==> src/rtl/input_debouncer_if.sv <==
// Raw switch input and debounced outputs of input_debouncer.
// master drives the raw level; slave is the debouncer itself.
interface input_debouncer_if;
   logic data_i;
   logic data_o;
   logic busy_o;

   modport master (output data_i, input data_o, input busy_o);
   modport slave  (input data_i, output data_o, output busy_o);
endinterface

==> src/rtl/input_debouncer.sv <==
// Synchronises and debounces a bouncing single-bit input into the clk domain.
// Define DEBOUNCE_SYNC3_EN for a 3-flop synchroniser (default is 2 flops).
module input_debouncer #(
   parameter int DEBOUNCE_CYCLES = 4,
   parameter int CNT_W           = $clog2(DEBOUNCE_CYCLES + 1)
) (
   input  logic                clk,
   input  logic                reset,
   input_debouncer_if.slave    bus
);

`ifdef DEBOUNCE_SYNC3_EN
   localparam int SYNC_N = 3;
`else
   localparam int SYNC_N = 2;
`endif

   localparam logic [CNT_W-1:0] CNT_LAST = CNT_W'(DEBOUNCE_CYCLES - 1);

   logic [SYNC_N-1:0] sync_ff;
   logic              sync_q;
   logic [CNT_W-1:0]  cnt;
   logic              data_q;

   assign sync_q = sync_ff[SYNC_N-1];

   // Plain flop chain with nothing in between, to give metastability time to settle.
   always_ff @(posedge clk or posedge reset) begin
      if (reset) begin
         sync_ff <= '0;
      end else begin
         sync_ff <= {sync_ff[SYNC_N-2:0], bus.data_i};
      end
   end

   // Any return to the current output level discards the partial count, so one glitch
   // restarts qualification; the clear at CNT_LAST keeps the counter from ever wrapping.
   always_ff @(posedge clk or posedge reset) begin
      if (reset) begin
         cnt    <= '0;
         data_q <= 1'b0;
      end else if (sync_q == data_q) begin
         cnt    <= '0;
      end else if (cnt == CNT_LAST) begin
         cnt    <= '0;
         data_q <= sync_q;
      end else begin
         cnt    <= cnt + CNT_W'(1);
      end
   end

   assign bus.data_o = data_q;
   assign bus.busy_o = (cnt != '0);

endmodule

==> src/flat_wrapper.sv <==
// flat-port wrapper written by rule: the top's interface ports become plain ports
module input_debouncer_flat 
#(
   parameter int DEBOUNCE_CYCLES = 4,
   parameter int CNT_W           = $clog2(DEBOUNCE_CYCLES + 1)
)
  (clk, reset, bus_data_i, bus_data_o, bus_busy_o);
  input_debouncer_if bus_i ();
  input  logic clk;
  input  logic reset;
  input wire logic [$bits(bus_i.data_i)-1:0] bus_data_i;
  output wire logic [$bits(bus_i.data_o)-1:0] bus_data_o;
  output wire logic [$bits(bus_i.busy_o)-1:0] bus_busy_o;
  assign bus_i.data_i = bus_data_i;
  assign bus_data_o = bus_i.data_o;
  assign bus_busy_o = bus_i.busy_o;
  input_debouncer #(.DEBOUNCE_CYCLES(DEBOUNCE_CYCLES), .CNT_W(CNT_W)) u_core (.clk(clk), .reset(reset), .bus(bus_i));
endmodule
==> config.mk <==
export PLATFORM = sky130hd
export DESIGN_NAME = input_debouncer_flat
export DESIGN_NICKNAME = d
export VERILOG_FILES = /design/src/rtl/input_debouncer_if.sv /design/src/rtl/input_debouncer.sv /design/src/flat_wrapper.sv
export SDC_FILE = /design/constraint.sdc
export NUM_CORES = 1
export LEC_CHECK = 0
export CORE_AREA = 2 2 39 41
export CTS_CLUSTER_SIZE = 10
export DETAILED_ROUTE_END_ITERATION = 12
export DIE_AREA = 0 0 41 43
export HOLD_SLACK_MARGIN = 0.06
export MAX_ROUTING_LAYER = met4
export PLACE_DENSITY = 0.41
export SLEW_MARGIN = 20
export SYNTH_ARGS = -nofsm -noshare
export SYNTH_HDL_FRONTEND = slang
export SYNTH_SLANG_ARGS = --single-unit
==> constraint.sdc <==
create_clock -name clk -period 1.2 [get_ports clk]
set_input_delay 0.18 -clock clk [delete_from_list [all_inputs] [get_ports clk]]
set_output_delay 0.18 -clock clk [all_outputs]
set_load 0.005 [all_outputs]
==> results of run 1 <==
-- cells in the final DEF, fill, tap and decap left out, types with 2 or more instances in the layout --
cell / n
buf_4: 5
clkdlybuf4s50_1: 2
inv_1: 3
dfrtp_1: 6
clkbuf_4: 3
-- worst max-delay path, delay by kind of cell, from the launching register on --
kind          cells  cell delay, ns
fa+ha+maj         1            0.15
buf+inv           1            0.15
flops             1            0.37
mux               1            0.29
simple gates      1            0.12
-- power by group through the flow --
stage	Sequential, mW	Combinational (mW)	Clock [mW]
3_3_place_gp	0.282	0.290	0
2_1_floorplan	0.286	0.137	0
6_report	0.277	0.311	0.184
5_1_grt	0.280	0.338	0.203
3_5_place_dp	0.285	0.294	0
4_1_cts	0.275	0.316	0.196
-- cells by family (layout without fill, tap and decap cells) --
| logic type | count (synthesis) | count (layout) | share of synthesized area (%) |
|---|---|---|---|
| fa+ha+maj | 2 | 2 | 9.85 |
| buf+inv | 3 | 15 | 4.43 |
| simple gates | 5 | 5 | 17.2 |
| xor+xnor | 1 | 1 | 3.45 |
| mux | 1 | 1 | 5.91 |
| flops | 6 | 6 | 59.1 |
-- synth_stat cells --
library cell	instances	area, sq um
dfrtp_1	6	150
ha_1	2	25.0
inv_1	3	11.3
mux2_4	1	15.0
nand2b_1	1	6.26
nor2b_1	1	6.26
nor2b_4	1	13.8
nor3_1	1	5.00
nor3b_2	1	12.5
xnor2_1	1	8.76
-- layout make-up --
type | instances | share of cell area, %
Sequential cell | 6 | 39.2
Multi-Input combinational cell | 9 | 28.1
Timing Repair Buffer | 9 | 18.6
Clock buffer | 3 | 5.88
Tap cell | 16 | 5.23
Inverter | 3 | 2.94
-- routing by layer --
layer	vias up	track usage, %	wire (microns)
met5	-	-	0
met4	0	8.00	0
met3	0	1.57	25
met2	5	10.0	260
met1	80	6.54	150
li1	79	-	-
-- path summary, 6_finish.rpt --
| path | depth (start not counted) | to | startpoint | slack [ns] |
|---|---|---|---|---|
| min reg2reg | 0 | u_core.sync_ff[1] | u_core.sync_ff[0] | 0.35 |
| min in group clk | 0 | u_core.sync_ff[1] | u_core.sync_ff[0] | 0.35 |
| min | 2 | u_core.bus.data_o | reset | 0.15 |
| max | 4 | u_core.bus.data_o | u_core.cnt[0] | 0.0002 |
| max in group asynchronous | 2 | u_core.cnt[1] | reset | 0.86 |
| max reg2reg | 4 | u_core.bus.data_o | u_core.cnt[0] | 0.0002 |
-- registers in the layout, indices dropped and copies added, names as in the netlist --
name / count
u_core.cnt: 3
u_core.sync_ff: 2
u_core.bus.data_o: 1
-- what timing repair did --
item	CTS	global route
pin swaps	1	0
resized for setup	8	0
buffers inserted	1	0
cloned	0	0
setup endpoints to repair	3	2
==> metrics.csv, run 1 <==
stage,metric,value,unit
place,detailed-placement wirelength estimate,311,microns
global_route,global route overflow,0,
sta,Worst Skew,0.00144,ns
drt,1st-iter DRT viols,0,
drt,DRT antenna net count,0,
sta,Final Cycle Share,100,%
global_route,global-route wire length before repair,717,microns
clock_tree,clk root buf,clkbuf_4,
critical_path,CP Class,flop to flop,
clock_tree,Worst-path clk slew,0.05,ns
sta,Slew Limit Fails,0,
critical_path,CP peak stage delay,0.37,ns
floorplanning,Die W,41,microns
pwr,Sw Ratio,28.8,%
clock_tree,CTS tree,yes,
finish,fillcell total,155,
yosys,Mapped Area,254,sq um
critical_path,critical path required time,1.32,ns
run,Max Cap Violations,0,
finish,area of the multi-input gates,108,sq um
place,Area after DPL,344,sq um
place,IO Port Bufs,4,
sta,final hold viol count,0,
critical_path,Worst setup SP type,flop,
floorplanning,Initial Utilization,18.4,%
drt,WL final,435,microns
pwr,combinational share of power,40.3,%
finish,layout cells sized above 1,46.7,%
global_route,number of antenna violations at the first check in global routing,0,
pwr,Sw Pwr,0.223,mW
critical_path,highest-delay cell along the critical path,dfrtp_1,
pwr,PD cells,2020,nW/um^2
sta,Slew HR,80.1,%
pwr,clock share of power,23.8,%
finish,fin nets,37,
critical_path,CP arrival,1.32,ns
clock_tree,cts bufs inserted,3,
global_route,Total GRT Usage,6.93,%
drt,DR WL/cell,9.46,microns
place,GPL Wtd Cong,0.605,
place,dpl cells,42,
floorplanning,Die ar.,1760,sq um
yosys,Synth Warn #,0,
critical_path,worst-path cell chain,buf_4 > ha_4 > nor2b_4 > mux2_4,
clock_tree,Hold Buf Count CTS,0,
yosys,syn_nets,23,
sta,WHS,0.150,ns
drt,Vias,164,
pwr,Leakage,0.182,nW
global_route,vias in the first global route,203,
yosys,Synth cell types,10,
drt,DR pass1 iterations,1,
pwr,Worst IR Drop VDD,0.672,mV
floorplanning,core area,1380,sq um
clock_tree,Clock Latency Late Sink,0.24,ns
drt,Vias/cell,3.57,
floorplanning,std cell rows,14,
sta,Least-Margin Pin Slew,0.296,ns
status,outcome,completed,
yosys,Syn Area/Cell,14.1,sq um
finish,Area Growth Syn to Fin,50.7,%
sta,Worst Slack Setup Final,0.000194,ns
sta,setup TNS,0,ns
place,Place WS,-0.112,ns
yosys,"FF+latch count, synth",6,
critical_path,crit end category,flop,
yosys,Cells after Synth,18,
global_route,largest net degree at the start of global routing,7,
sta,crit path time final,1.20,ns
sta,endpoints failing setup,0,
drt,DRC violations left,0,
floorplanning,die height,43,microns
pwr,Reg power frac,35.9,%
finish,"Design Area, Final",383,sq um
clock_tree,CTS max path bufs,2,
finish,Non-Filler Instances,46,
finish,end-of-flow core utilization,27.7,%
floorplanning,Ports,5,
worst_hold_path,Worst Hold Class,primary input to asynchronous set/reset pin,
sta,RSZ-0062 raised after global routing,yes,
finish,number of diodes,0,
pwr,Pint,0.550,mW
critical_path,Crit Path Max Fanout,2,
clock_tree,H-Tree Depth,1,
pwr,total power,0.772,mW
yosys,sequential share of the synthesized area,59.1,%
finish,Reg area,150,sq um
clock_tree,Clock Sinks,6,
sta,f_max,0.833,GHz
No activity file was read; power rests on OpenSTA's default activity.
==> inputs of run 2 (changes only) <==
CTS_BUF_LIST = sky130_fd_sc_hd__clkbuf_16   (was default)
==> run 2 against run 1 <==
Against the previous run:
- via count grew 1.8%
- sequential share of layout area is 5.9 points lower
- power up 51%
- global-route usage is 0.41 points higher
- register-to-register slack improved by 0.02 ns
- combinational power grew 12%
- critical path type unchanged
- largest power group is now the clock network
==> metrics.csv, run 2 (synthesis gave the netlist of run 1 again) <==
stage,metric,value,unit
status,outcome,completed,
pwr,Sw Pwr,0.265,mW
critical_path,highest-delay cell along the critical path,dfrtp_1,
critical_path,CP arrival,1.29,ns
finish,fillcell total,148,
sta,endpoints failing setup,0,
place,detailed-placement wirelength estimate,311,microns
drt,DR pass1 iterations,1,
pwr,PD cells,2580,nW/um^2
clock_tree,clk root buf,clkbuf_16,
sta,crit path time final,1.18,ns
clock_tree,CTS tree,yes,
drt,DRT antenna net count,0,
sta,Final Cycle Share,98.6,%
place,IO Port Bufs,4,
sta,Least-Margin Pin Slew,0.296,ns
pwr,Leakage,0.212,nW
finish,"Most flops, register",u_core.cnt,
floorplanning,Ports,5,
pwr,total power,1.16,mW
drt,Vias,167,
finish,number of diodes,0,
sta,Worst Slack Setup Final,0.0164,ns
finish,Largest register FFs,3,
pwr,Reg power frac,24.1,%
drt,DR WL/cell,9.53,microns
finish,layout cells sized above 1,48.4,%
critical_path,CP Class,flop to flop,
pwr,combinational share of power,30.0,%
global_route,global-route wire length before repair,745,microns
pwr,Pint,0.897,mW
critical_path,Reg2Reg Capture Point,u_core.bus.data_o,
place,GPL Wtd Cong,0.605,
drt,WL final,448,microns
critical_path,CP peak stage delay,0.38,ns
finish,most frequent cells in the layout,"dfrtp_1 (6), buf_4 (4), inv_1 (3), clkbuf_16 (3)",
sta,Slew Limit Fails,0,
clock_tree,Clock Latency Late Sink,0.23,ns
critical_path,Worst setup SP type,flop,
run,Max Cap Violations,0,
floorplanning,core area,1380,sq um
critical_path,depth of the worst register-to-register path,4,
clock_tree,CTS max path bufs,2,
drt,DRC violations left,0,
critical_path,Critical path buffers and inverters,1,
global_route,largest net degree at the start of global routing,7,
clock_tree,H-Tree Depth,1,
floorplanning,die height,43,microns
critical_path,worst-path cell chain,buf_6 > ha_4 > nor2b_4 > mux2_4,
floorplanning,Die ar.,1760,sq um
global_route,global route overflow,0,
sta,Worst Skew,0.000766,ns
place,Place WS,-0.112,ns
critical_path,critical path required time,1.31,ns
critical_path,Crit Path Max Fanout,2,
global_route,vias in the first global route,210,
finish,fin nets,38,
sta,final hold viol count,0,
finish,"commonest non-fill, non-tap cell in the layout",dfrtp_1,
floorplanning,std cell rows,14,
drt,Vias/cell,3.55,
sta,RSZ-0062 raised after global routing,yes,
clock_tree,Hold Buf Count CTS,0,
pwr,clock share of power,45.8,%
worst_hold_path,Worst Hold Class,primary input to asynchronous set/reset pin,
sta,f_max,0.845,GHz
drt,1st-iter DRT viols,0,
clock_tree,cts bufs inserted,3,
critical_path,worst reg2reg startpoint,u_core.cnt[0],
critical_path,FF-to-FF setup slack,0.02,ns
floorplanning,Initial Utilization,18.4,%
pwr,Worst IR Drop VDD,0.972,mV
pwr,Sw Ratio,22.8,%
global_route,number of antenna violations at the first check in global routing,0,
sta,Slew HR,80.1,%
clock_tree,Clock Sinks,6,
finish,Area Growth Syn to Fin,77.3,%
floorplanning,Die W,41,microns
clock_tree,Worst-path clk slew,0.03,ns
sta,WHS,0.168,ns
global_route,Total GRT Usage,7.34,%
critical_path,critical path's top delay family,flip-flops,
critical_path,crit end category,flop,
==> run 2: power groups by stage <==
stage / Sequential (mW) / Combinational [mW] / Clock, mW
final: 0.281 / 0.349 / 0.533
after global routing: 0.286 / 0.375 / 0.559
after CTS: 0.278 / 0.325 / 0.546
after detailed placement: 0.285 / 0.294 / 0
after global placement: 0.282 / 0.290 / 0
after floorplan: 0.286 / 0.137 / 0
==> run 2: worst max path at each step <==
stage	start	endpoint	depth (start not counted)
after global routing	u_core.cnt[0]	u_core.bus.data_o	4
after CTS	u_core.cnt[0]	bus_busy_o	4
final	u_core.cnt[0]	u_core.bus.data_o	4
after global placement	u_core.cnt[0]	bus_busy_o	4
after floorplan	u_core.cnt[0]	u_core.bus.data_o	3
after detailed placement	u_core.cnt[0]	bus_busy_o	4
==> run 2: metal layers <==
layer | GRT usage (%) | vias up | routed length [microns]
li1 | - | 81 | -
met1 | 6.54 | 81 | 154
met2 | 10.3 | 5 | 272
met3 | 3.14 | 0 | 21
met4 | 8.00 | 0 | 0
met5 | - | - | 0
==> run 2: through the flow <==
stage / utilization, % / std cells / setup TNS, ns / area, sq um
after floorplan: - / 18 / 0 / 254
after global placement: 24.9 / 42 / -0.123 / 344
after detailed placement: 24.9 / 42 / -0.164 / 344
after CTS: 31.7 / 46 / 0 / 439
after global routing: 32.5 / 47 / -0.0271 / 450
final: 32.5 / 47 / 0 / 450
==> run 2: worst register-to-register path: cells and delay by family, from the launching register on <==
kind,cells,cell delay (ns)
flops,1,0.38
mux,1,0.29
fa+ha+maj,1,0.15
buf+inv,1,0.13
simple gates,1,0.13
==> run 2: final cells by class <==
type	instances	area, sq um	area share (%)
flip-flops and latches	6	150	33.3
well taps	16	20.0	4.44
multi-input cells	9	108	23.9
inverters	3	11.3	2.50
clock buffers	3	75.1	16.7
repair buffers	10	86.3	19.2
==> run 2: repair_timing <==
item | 4_1_cts | 5_1_grt
pin swaps | 0 | 2
buffers inserted | 1 | 1
gates resized for setup | 9 | 1
endpoints found under the hold margin | 0 | 0
setup endpoints to repair | 3 | 2
